--- src/rtl/uart_pkg.sv ---
// Shared state encoding and line constants for the UART transmit path.
package uart_pkg;

   typedef enum logic [2:0] {IDLE, START, DATA, PARITY, STOP} uart_tx_st_e;

   localparam int   UART_DATA_W   = 8;
   localparam logic UART_IDLE_LVL = 1'b1;

endpackage

--- src/rtl/uart_baud_gen.sv ---
// Baud tick generator: divider value captured at frame start, counter runs 0..comp_q and wraps.
module uart_baud_gen #(
   parameter int div_w = 16
) (
   input  logic             clk,
   input  logic             rstn,
   input  logic             load,
   input  logic             clear,
   input  logic [div_w-1:0] comp,
   output logic             tick
);

   logic [div_w-1:0] comp_q;
   logic [div_w-1:0] cnt;

   assign tick = (cnt == comp_q);

   always_ff @(posedge clk or negedge rstn) begin
      if (!rstn) begin
         comp_q <= '0;
         cnt    <= '0;
      end else begin
         if (load) begin
            comp_q <= comp;
         end
         if (clear || tick) begin
            cnt <= '0;
         end else begin
            cnt <= cnt + 1'b1;
         end
      end
   end

endmodule

--- src/rtl/uart_tx_fifo_drain.sv ---
// UART transmitter that pops bytes from a TX fifo and serializes them (8N1 / 8N2).
// Define UART_TX_PARITY_EN to add the par_en/par_odd ports and a parity bit after the data.
module uart_tx_fifo_drain
   import uart_pkg::*;
#(
   parameter int div_w = 16
) (
   input  logic             clk,
   input  logic             rstn,
   input  logic             tr_en,
   input  logic [div_w-1:0] comp,
   input  logic             stop_bits,
   input  logic             fifo_emp,
   input  logic [7:0]       rd,
`ifdef UART_TX_PARITY_EN
   input  logic             par_en,
   input  logic             par_odd,
`endif
   output logic             re,
   output logic             uart_tx,
   output logic             busy,
   output logic             tx_done
);

   uart_tx_st_e            state;
   uart_tx_st_e            state_next;
   logic [UART_DATA_W-1:0] shift_reg;
   logic [2:0]             bit_cnt;
   logic                   stop2_q;
   logic                   stop_cnt;
   logic                   tick;
   logic                   clear;
   logic                   line_lvl;
   logic                   pop;
`ifdef UART_TX_PARITY_EN
   logic                   par_en_q;
   logic                   par_q;
`endif

   // Counter restarts on every state change, and is held at zero while idle.
   assign clear = (state_next != state) || (state == IDLE);
   assign busy  = (state != IDLE);
   assign pop   = (state == IDLE) && tr_en && !fifo_emp;

   uart_baud_gen #(.div_w(div_w)) u_baud (
      .clk   (clk),
      .rstn  (rstn),
      .load  (pop),
      .clear (clear),
      .comp  (comp),
      .tick  (tick)
   );

   always_ff @(posedge clk or negedge rstn) begin
      if (!rstn) begin
         state <= IDLE;
      end else begin
         state <= state_next;
      end
   end

   always_comb begin
      state_next = state;
      re         = 1'b0;
      tx_done    = 1'b0;
      line_lvl   = UART_IDLE_LVL;
      case (state)
         IDLE: begin
            re = pop;
            if (pop) begin
               state_next = START;
            end
         end
         START: begin
            line_lvl = 1'b0;
            if (tick) begin
               state_next = DATA;
            end
         end
         DATA: begin
            line_lvl = shift_reg[0];
            if (tick && (bit_cnt == 3'd7)) begin
`ifdef UART_TX_PARITY_EN
               state_next = par_en_q ? PARITY : STOP;
`else
               state_next = STOP;
`endif
            end
         end
`ifdef UART_TX_PARITY_EN
         PARITY: begin
            line_lvl = par_q;
            if (tick) begin
               state_next = STOP;
            end
         end
`endif
         STOP: begin
            if (tick && (!stop2_q || stop_cnt)) begin
               tx_done    = 1'b1;
               state_next = IDLE;
            end
         end
         default: state_next = IDLE;
      endcase
   end

   // Line level is registered from the current state, so it trails the state by one clock.
   always_ff @(posedge clk or negedge rstn) begin
      if (!rstn) begin
         uart_tx   <= UART_IDLE_LVL;
         shift_reg <= '0;
         bit_cnt   <= '0;
         stop2_q   <= 1'b0;
         stop_cnt  <= 1'b0;
      end else begin
         uart_tx <= line_lvl;
         if (pop) begin
            shift_reg <= rd;
            bit_cnt   <= '0;
            stop2_q   <= stop_bits;
         end else if ((state == DATA) && tick) begin
            shift_reg <= shift_reg >> 1;
            bit_cnt   <= bit_cnt + 3'd1;
         end
         stop_cnt <= (state == STOP) && (tick || stop_cnt);
      end
   end

`ifdef UART_TX_PARITY_EN
   always_ff @(posedge clk or negedge rstn) begin
      if (!rstn) begin
         par_en_q <= 1'b0;
         par_q    <= 1'b0;
      end else if (pop) begin
         par_en_q <= par_en;
         par_q    <= par_odd ? ~^rd : ^rd;
      end
   end
`endif

endmodule

--- config.mk ---
export PLATFORM = sky130hd
export DESIGN_NAME = uart_tx_fifo_drain
export DESIGN_NICKNAME = d
export VERILOG_FILES = /design/src/rtl/uart_pkg.sv /design/src/rtl/uart_baud_gen.sv /design/src/rtl/uart_tx_fifo_drain.sv
export SDC_FILE = /design/constraint.sdc
export NUM_CORES = 1
export LEC_CHECK = 0
export CORE_ASPECT_RATIO = 0.5
export CORE_MARGIN = 1.5
export CORE_UTILIZATION = 30
export DETAILED_ROUTE_END_ITERATION = 7
export GPL_ROUTABILITY_DRIVEN = 1
export SLEW_MARGIN = 20
export SYNTH_ARGS = -nofsm -noshare
export SYNTH_HDL_FRONTEND = slang
export SYNTH_SLANG_ARGS = --single-unit
--- constraint.sdc ---
create_clock -name clk -period 3.1 [get_ports clk]
set_input_delay 0.465 -clock clk [delete_from_list [all_inputs] [get_ports clk]]
set_output_delay 0.465 -clock clk [all_outputs]
set_load 0.02 [all_outputs]
* After elaboration in Yosys (flattened, before gate mapping) *
Cells that the tools add are included.

operators by class
  add/subtract/negate cells = 2
  equal/unequal tests = 6
  muxes and demuxes = 14
  reductions and logical operators = 15

operators by type and width
  kind                                                                   number
  3-bit 2-to-1 mux                                                       6
  16-bit by 1-bit adder with 16-bit output, second input constant        1
  16-bit equality test                                                   1
  16-bit 2-to-1 mux                                                      1
  8-bit 2-to-1 mux                                                       2
  3-bit case mux with 4 select lines                                     1
  3-bit equality test, second input constant                             2
  1-bit logical AND                                                      6
  1-bit logical OR                                                       4
  3-bit by 1-bit adder with 3-bit output, second input constant          1
  3-bit by 1-bit equality test with 1-bit output, second input constant  1
  3-bit by 2-bit equality test with 1-bit output, second input constant  1
  3-bit zero test                                                        1
  1-bit 2-to-1 mux                                                       3
  3-bit inequality test                                                  1
  3-bit nonzero test                                                     1
  1-bit zero test                                                        2
  1-bit case mux with 2 select lines                                     1
  2-bit nonzero test                                                     1

word-level totals
  register bits = 49
  input bits = 29
  output and inout port bits = 4
  word-level logic and storage cells = 45

* Depth between registers and ports, before layout *
Gate-level depths: netlist of the first run.

  depth after elaboration = 9
  gate-level depth with buffers = 7

* Hierarchy *
Synthesis of the first run repeated with hierarchy kept, for this count alone.

unflattened totals
  cells, all modules = 216
  area, all modules = 2456.1 sq um

by module, submodules not included
  module              times used  cells an instance  area an instance (sq um)  seq. area each (sq um)
  uart_baud_gen       1           134                1570.3                    800.8
  uart_tx_fifo_drain  1           82                 885.8                     426.7

* Worst setup path after synthesis of the first run *
OpenSTA, ideal clock, no wires.

  path type = flip-flop to output port
  start = register u_baud.cnt[11]
  end = output port tx_done
  arrival = 1611 ps
  required time = 2635 ps
  path slack = 1024 ps
  stages on the path, launching flop included = 7
  buffers on the path = 1
  cell sequence = dfrtp_1 xor2_1 nor4_1 nand4_1 buf_2 a21oi_1 and3_1

between the ends
  longest elaborated chain between the ends = 4

RTL lines
  element                 line                      RTL
  from (decl)             uart_baud_gen.sv:14       logic [div_w-1:0] cnt;
  from (signal assigned)  uart_baud_gen.sv:29       cnt <= cnt + 1'b1;
  16-bit equality test    uart_baud_gen.sv:16       assign tick = (cnt == comp_q);
  1-bit logical AND       uart_tx_fifo_drain.sv:99  if (tick && (!stop2_q || stop_cnt)) begin
  1-bit 2-to-1 mux        uart_tx_fifo_drain.sv:99
  1-bit 2-to-1 mux        uart_tx_fifo_drain.sv:67  case (state)
  to (decl)               uart_tx_fifo_drain.sv:22  output logic tx_done

No other way between the ends.

* Final worst setup path of the first run *
Ends and elaborated chain as after synthesis.

==> results of run 1 <==
worst max-delay path, stage by stage (launching register included):
cell and delay [ps]:
dfrtp_1 450, xor2_1 190, nor4_2 350, nand4_1 190, a21oi_1 200, and3_1 180
clkdlybuf4s50_1 590
report_power, final:
part / switching [mW] / internal (mW)
sequential: 0.172 / 0.866
clock: 0.223 / 0.403
combinational: 0.300 / 0.283
worst paths after layout:
path	slack, ps	to	startpoint	cells after the start
max in group asynchronous	2500	u_baud.comp_q[3]	rstn	1
min	190	shift_reg[0]	rstn	1
min in group clk	490	stop2_q	stop2_q	2
max reg2reg	1000	shift_reg[2]	u_baud.cnt[11]	5
min reg2reg	490	stop2_q	stop2_q	2
max	210	tx_done	u_baud.cnt[11]	6
routing by layer:
| layer | up-vias | part of all wire (%) | global-route usage (%) |
|---|---|---|---|
| li1 | 875 | - | - |
| met1 | 835 | 49 | 17.1 |
| met2 | 14 | 47 | 22.4 |
| met3 | 8 | 2.1 | 2.69 |
| met4 | 0 | 1.7 | 6.18 |
| met5 | - | 0 | 0 |
cells in the mapped netlist (4+ instances only):
cell type and instances:
a21oi_1 5, and3_1 4, buf_2 5, dfrtp_1 48, nand2_1 65, nand3_1 6, nand4_1 4, nor2_1 28
nor4_1 4, o21ai_0 9, xnor2_1 9, xor2_1 22
through the flow:
stage | utilization [%] | hold WS (ps) | power (mW) | area [um^2] | cells
final | 39.5 | 187 | 2.25 | 2950 | 387
after global routing | 39.5 | 239 | 2.42 | 2950 | 387
after CTS | 39.2 | 423 | 2.24 | 2920 | 387
after detailed placement | 36.9 | 475 | 1.61 | 2750 | 379
after global placement | 36.9 | 472 | 1.59 | 2750 | 379
after floorplan | - | 169 | 1.42 | 2350 | 246
logic make-up (layout without fill, tap and decap cells):
kind of cell	after synthesis	after routing	share of synthesized area, %
adder cells (fa/ha/maj)	3	3	1.60
XOR/XNOR	31	31	11.6
buffers and inverters	13	46	3.52
flip-flops	49	49	52.3
AO/OA/AOI/OAI	25	25	7.14
AND/OR/NAND/NOR	123	123	23.1
multiplexers	2	2	0.852
layout make-up:
type / instances / area share, %
timing repair buffer: 34 / 11.3
clock inverter: 1 / 1.02
sequential: 49 / 41.7
tap: 108 / 4.59
multi-input combinational: 184 / 35.9
inverter: 4 / 0.680
clock buffer: 7 / 4.84
==> results.json, run 1 <==
{
  "status": "completed",
  "holdCritPathClass": "input port to asynchronous set/reset pin",
  "synth_top_cell_by_area": "dfrtp_1",
  "tightest_slew_ps": 612,
  "die_h_um": 65.6,
  "async_flop_share_pct": 100,
  "clk_latency_ps": 290,
  "grt_pass1_wl_mm": 8.67,
  "ys_seq_elements": 49,
  "setup_ws_ps": 207,
  "setup_viol_count_final": 0,
  "start_kind": "flip-flop",
  "clk_pin_slew_ps": 60,
  "p_per_area_nw_per_um2": 763,
  "syn_area_um2": 2350,
  "finalHoldViolations": 0,
  "coreArea_um2": 7460,
  "yosys-top-cells-area": "dfrtp_1 (51%), nand2_1 (10%), xor2_1 (8.2%), nor2_1 (4.5%), xnor2_1 (3.4%)",
  "vias_per_cell": 4.48,
  "dieArea_um2": 8400,
  "grt_start_max_net_pins": 50,
  "fin_crit_sh_pct": 93.3,
  "start_util_pct": 31.5,
  "leakage_nw": 1.34,
  "synth_ff_type": "dfrtp_1",
  "drive_gt1_share_pct": 8.60,
  "tns_ps": 0,
  "routed_wl_mm": 4.95,
  "numCtsBuffers": 5,
  "worstSetupPathType": "flip-flop to output port",
  "grt_overflow": 0,
  "yosys_warnings": 0,
  "clock_skew_ps": 4.81,
  "area_growth_pct": 25.4,
  "wl_per_cell_um": 12.8,
  "synth.yosys.seq_area_share_pct": 52.3,
  "relSlewSlack_pct": 59.2,
  "synth.distinct_cells": 34,
  "dp_slack_ps": 421,
  "multi_input_comb_area_um2": 1060,
  "pin_count": 33,
  "post_cts_buffers": 0,
  "dp_hpwl_mm": 3.44,
  "nets": 310,
  "htreeDepth": 2,
  "cts_sinks": 49,
  "grt_usage_pct": 13.4,
  "synth_top_area_share_pct": 51.1,
  "clockRootBuffer": "clkbuf_16",
  "n_antenna_cell": 0,
  "core.rowCount": 22,
  "arrival_ps": 2430,
  "syn-num-nets": 278,
  "die_x_um": 128,
  "place_congestion": 0.787,
  "cts_hold_buf": 0,
  "finalMaxSlewViolations": 0,
  "regArea_um2": 1230,
  "rsz0062_at_grt": "false",
  "fmax_ghz": 0.346,
  "min_period_ps": 2890,
  "synth_edf_count": 0,
  "vias": 1732,
  "worst_ir_drop_vdd_uv": 255,
  "syn_inst": 246,
  "postRouteAntennaNets": 0,
  "cts_tree": "done",
  "fillers": 744,
  "dr.first_iter.drc_count": 66,
  "cap_violations": 0,
  "antenna_found_initial": 0,
  "crit_fanout": 5,
  "cp.required_ps": 2630,
  "drc": 0,
  "cp-end-kind": "output port",
  "clockBufferDepth": 2,
  "cts-resized-gates": 0,
  "layout_common_cells": "nand2_1 (65), dfrtp_1 (48), clkdlybuf4s50_1 (31)",
  "io_buffers": 32,
  "first_pass_iters": 4,
  "syn_area_per_cell_um2": 9.55,
  "final_common_cell": "nand2_1",
  "grt_pass1_vias": 1831
}
(Power assumes the default switching activity.)
==> run 2, diff against run 1 <==
Settings changed: PLACE_DENSITY set to 0.5.
==> results.json, run 2 (synthesized netlist as in run 1, its figures left out) <==
{
  "io_buffers": 32,
  "dr.first_iter.drc_count": 80,
  "p_clk_share_pct": 28.2,
  "clk_pin_slew_ps": 60,
  "n_antenna_cell": 0,
  "grt_pass1_vias": 1736,
  "setup_ws_ps": 181,
  "start_util_pct": 31.5,
  "clk_latency_ps": 280,
  "placedInstanceArea_um2": 2770,
  "grt_usage_pct": 13.1,
  "area_growth_pct": 25.8,
  "numCtsBuffers": 5,
  "cap_violations": 0,
  "fin_util_pct": 39.6,
  "tightest_slew_ps": 560,
  "cp.required_ps": 2630,
  "htreeDepth": 2,
  "finalMaxSlewViolations": 0,
  "grt_pass1_wl_mm": 8.56,
  "wl_per_cell_um": 12.7,
  "rrSetupSlack_ps": 970,
  "fin_area_um2": 2950,
  "grt_start_max_net_pins": 32,
  "cts_sinks": 49,
  "crit_fanout": 3,
  "worstSetupPathType": "flip-flop to output port",
  "start_kind": "flip-flop",
  "finalHoldViolations": 0,
  "setup_viol_count_final": 0,
  "cp-end-kind": "output port",
  "dp_cells": 380,
  "p_int_mw": 1.55,
  "clock_skew_ps": 4.05,
  "r2r-end": "shift_reg[6]",
  "dieArea_um2": 8400,
  "holdCritPathClass": "input port to asynchronous set/reset pin",
  "power.total_mw": 2.23,
  "antenna_found_initial": 0,
  "relSlewSlack_pct": 62.6,
  "pin_count": 33,
  "p_per_area_nw_per_um2": 755,
  "drc": 0,
  "dp_slack_ps": 400,
  "drive_gt1_share_pct": 8.57,
  "leakage_nw": 1.35,
  "postRouteAntennaNets": 0,
  "p_sw_share_pct": 30.7,
  "fin_crit_sh_pct": 94.2,
  "worst_ir_drop_vdd_uv": 259,
  "vias": 1755,
  "nets": 311,
  "grt_overflow": 0,
  "seqPwrFrac_pct": 46.5,
  "status": "completed",
  "first_pass_iters": 4,
  "regToRegStartpoint": "u_baud.cnt[13]",
  "clockBufferDepth": 2,
  "post_cts_buffers": 0,
  "place_congestion": 0.764,
  "die_x_um": 128,
  "rsz0062_at_grt": "false",
  "final_common_cell": "nand2_1",
  "layout_common_cells": "nand2_1 (65), dfrtp_1 (48), clkdlybuf4s50_1 (31)",
  "cp-startpoint": "u_baud.cnt[13]",
  "die_h_um": 65.6,
  "vias_per_cell": 4.52,
  "dp_hpwl_mm": 3.55,
  "core.rowCount": 22,
  "arrival_ps": 2450,
  "power_switching_mw": 0.685,
  "coreArea_um2": 7460,
  "tns_ps": 0,
  "hold_ws_ps": 132,
  "fmax_ghz": 0.343,
  "clockRootBuffer": "clkbuf_16",
  "finalNonFillerCells": 388,
  "routed_wl_mm": 4.93,
  "p_comb_share_pct": 25.3,
  "r2r_cells": 5,
  "cts_tree": "done",
  "min_period_ps": 2920
}
## run 2: cell count changes in the layout (fill, tap and decap cells not counted)
cell,change
buf_4,-1
buf_12,+1
nor4_1,+2
buf_2,+1
nor4_2,-2
clkinvlp_4,+1
clkbuf_1,-1
## run 2: how the worst max path moves through the flow
stage	end	slack, ps	cells past startpoint
floorplan	tx_done	1020	6
global placement	tx_done	380	6
detailed placement	tx_done	400	6
CTS	tx_done	80	6
global route	tx_done	20	6
finish	tx_done	180	6
## run 2: critical path, cell delays in order, from the launching register on
cell and delay (ps):
dfrtp_1 420, xor2_1 150, nor4_1 400, nand4_1 230, a21oi_1 210, and3_1 170, clkdlybuf4s50_1 590
## run 2: metal layers
layer,vias to the layer above,global-route usage [%],share of wire (%)
li1,877,-,-
met1,865,18.3,53
met2,11,20.2,45
met3,2,3.09,1.7
met4,0,3.65,0.43
met5,-,0,0
## run 2: layout make-up
type | count | area, um^2
Timing Repair Buffer | 35 | 350
Tap cell | 108 | 135
Clock inverter | 2 | 37.5
Fill cell | 741 | 4510
Sequential cell | 49 | 1230
Multi-Input combinational cell | 184 | 1040
Inverter | 4 | 20.0
Clock buffer | 6 | 139
## run 2: what timing repair did
item | 4_1_cts | 5_1_grt
hold buffers | 0 | 0
setup endpoints to repair | 0 | 1
resized for setup | 0 | 1
## run 2: power groups by stage
stage          Clock (mW)  Sequential (mW)  Combinational [mW]
5_1_grt             0.674             1.07               0.661
3_3_place_gp            0             1.05               0.552
2_1_floorplan           0             1.01               0.412
6_report            0.629             1.04               0.565
4_1_cts             0.647             1.04               0.569
3_5_place_dp            0             1.05               0.565
==> run 3, diff against run 2 <==
--- a/config.mk
+++ b/config.mk
@@ -9,4 +9,5 @@
 export CORE_MARGIN = 1.5
 export CORE_UTILIZATION = 30
+export CTS_CLUSTER_DIAMETER = 30
 export DETAILED_ROUTE_END_ITERATION = 7
 export GPL_ROUTABILITY_DRIVEN = 1
==> constraint.sdc (replaced) <==
create_clock -name clk -period 3.6 [get_ports clk]
set_input_delay 0.54 -clock clk [delete_from_list [all_inputs] [get_ports clk]]
set_output_delay 0.54 -clock clk [all_outputs]
set_load 0.1 [all_outputs]
==> results.json, run 3 (synthesized netlist as in run 1, its figures left out) <==
{
  "status": "completed",
  "fmax_ghz": 0.349,
  "worst_ir_drop_vdd_uv": 230,
  "start_util_pct": 31.5,
  "crit_buf_inv": 2,
  "cts_sinks": 49,
  "layout_common_cells": "nand2_1 (65), dfrtp_1 (48), clkdlybuf4s50_1 (29)",
  "drive_gt1_share_pct": 8.93,
  "clk_latency_ps": 280,
  "clockRootBuffer": "clkbuf_16",
  "p_comb_share_pct": 28.0,
  "grt_usage_pct": 12.9,
  "clk_pin_slew_ps": 60,
  "dieArea_um2": 8400,
  "p_int_mw": 1.28,
  "grt_pass1_vias": 1717,
  "rsz0062_at_grt": "false",
  "die_x_um": 128,
  "wl_per_cell_um": 12.7,
  "p_per_area_nw_per_um2": 658,
  "finalHoldViolations": 0,
  "vias_per_cell": 4.50,
  "arrival_ps": 2330,
  "nets": 311,
  "post_cts_buffers": 0,
  "routed_wl_mm": 4.94,
  "htreeDepth": 2,
  "place_congestion": 0.770,
  "dr.first_iter.drc_count": 107,
  "cp.required_ps": 3060,
  "die_h_um": 65.6,
  "tns_ps": 0,
  "rrSetupSlack_ps": 1380,
  "area_growth_pct": 24.5,
  "min_period_ps": 2870,
  "crit_top_cell": "buf_4",
  "cp-end-kind": "output port",
  "drc": 0,
  "relSlewSlack_pct": 35.2,
  "io_buffers": 32,
  "tightest_slew_ps": 968,
  "cts-resized-gates": 0,
  "setup_viol_count_final": 0,
  "dp_hpwl_mm": 3.59,
  "final_common_cell": "nand2_1",
  "cpMaxStageDelayCell": "nor4_1",
  "numCtsBuffers": 5,
  "first_pass_iters": 4,
  "crit_path_cell_trace": "xor2_1 -> nor4_1 -> nand4_1 -> buf_4 -> a21oi_1 -> and3_1 -> buf_4",
  "cts_hold_buf": 0,
  "cts_tree": "done",
  "cap_violations": 0,
  "placedInstanceArea_um2": 2770,
  "coreArea_um2": 7460,
  "postRouteAntennaNets": 0,
  "cp_top_family": "simple AND/OR/NAND/NOR gates",
  "seqPwrFrac_pct": 46.7,
  "clock_skew_ps": 2.82,
  "power_switching_mw": 0.647,
  "dp_slack_ps": 1010,
  "worstSetupPathType": "flip-flop to output port",
  "fin_crit_sh_pct": 79.7,
  "start_kind": "flip-flop",
  "grt_pass1_wl_mm": 8.51,
  "fin_area_um2": 2920,
  "grt_overflow": 0,
  "crit_fanout": 11,
  "grt_start_max_net_pins": 35,
  "setup_ws_ps": 732,
  "pin_count": 33,
  "p_clk_share_pct": 25.3,
  "antenna_found_initial": 0,
  "clockBufferDepth": 2,
  "max_stage_delay_ps": 460,
  "vias": 1746,
  "p_sw_share_pct": 33.6,
  "leakage_nw": 1.35,
  "core.rowCount": 22,
  "finalMaxSlewViolations": 0,
  "n_antenna_cell": 0,
  "holdCritPathClass": "input port to asynchronous set/reset pin"
}
## run 3: power by group through the flow
| stage | combinational [mW] | clock (mW) | sequential, mW |
|---|---|---|---|
| 6_report | 0.538 | 0.487 | 0.899 |
| 5_1_grt | 0.619 | 0.534 | 0.926 |
| 4_1_cts | 0.552 | 0.501 | 0.899 |
| 3_5_place_dp | 0.546 | 0 | 0.907 |
| 3_3_place_gp | 0.539 | 0 | 0.903 |
| 2_1_floorplan | 0.389 | 0 | 0.898 |
## run 3: routing by layer
metal | part of all wire (%) | up-vias | GRT usage (%) | wire length [um]
met3 | 2.2 | 5 | 2.69 | 110
met1 | 52 | 849 | 18.6 | 2590
met5 | 0 | - | 0 | 0
li1 | - | 874 | - | -
met4 | 0.85 | 0 | 2.95 | 42
met2 | 44 | 18 | 19.9 | 2200
## run 3: area by class of cell
cell class	instances	area (um^2)
fill	767	4540
inverter	4	20.0
sequential	49	1230
clock buffer	7	153
tap	108	135
multi-input combinational	184	1040
timing repair buffer	35	345
clock inverter	1	5.00
## run 3: per-stage QoR
step / hold WS [ps] / instances / util, % / total power, mW
after global placement: 475 / 380 / 37.1 / 1.44
final: 326 / 388 / 39.2 / 1.92
after detailed placement: 469 / 380 / 37.1 / 1.45
after global routing: 394 / 388 / 39.2 / 2.08
after CTS: 365 / 388 / 39.2 / 1.95
after floorplan: 244 / 246 / - / 1.29
## run 3: worst paths after layout
check	start	endpoint	cells after the start
max	u_baud.cnt[6]	tx_done	7
min	rstn	state[0]	1
max reg2reg	u_baud.cnt[6]	shift_reg[0]	5
min reg2reg	stop2_q	stop2_q	2
max in group asynchronous	rstn	u_baud.cnt[5]	2
min in group clk	stop2_q	stop2_q	2
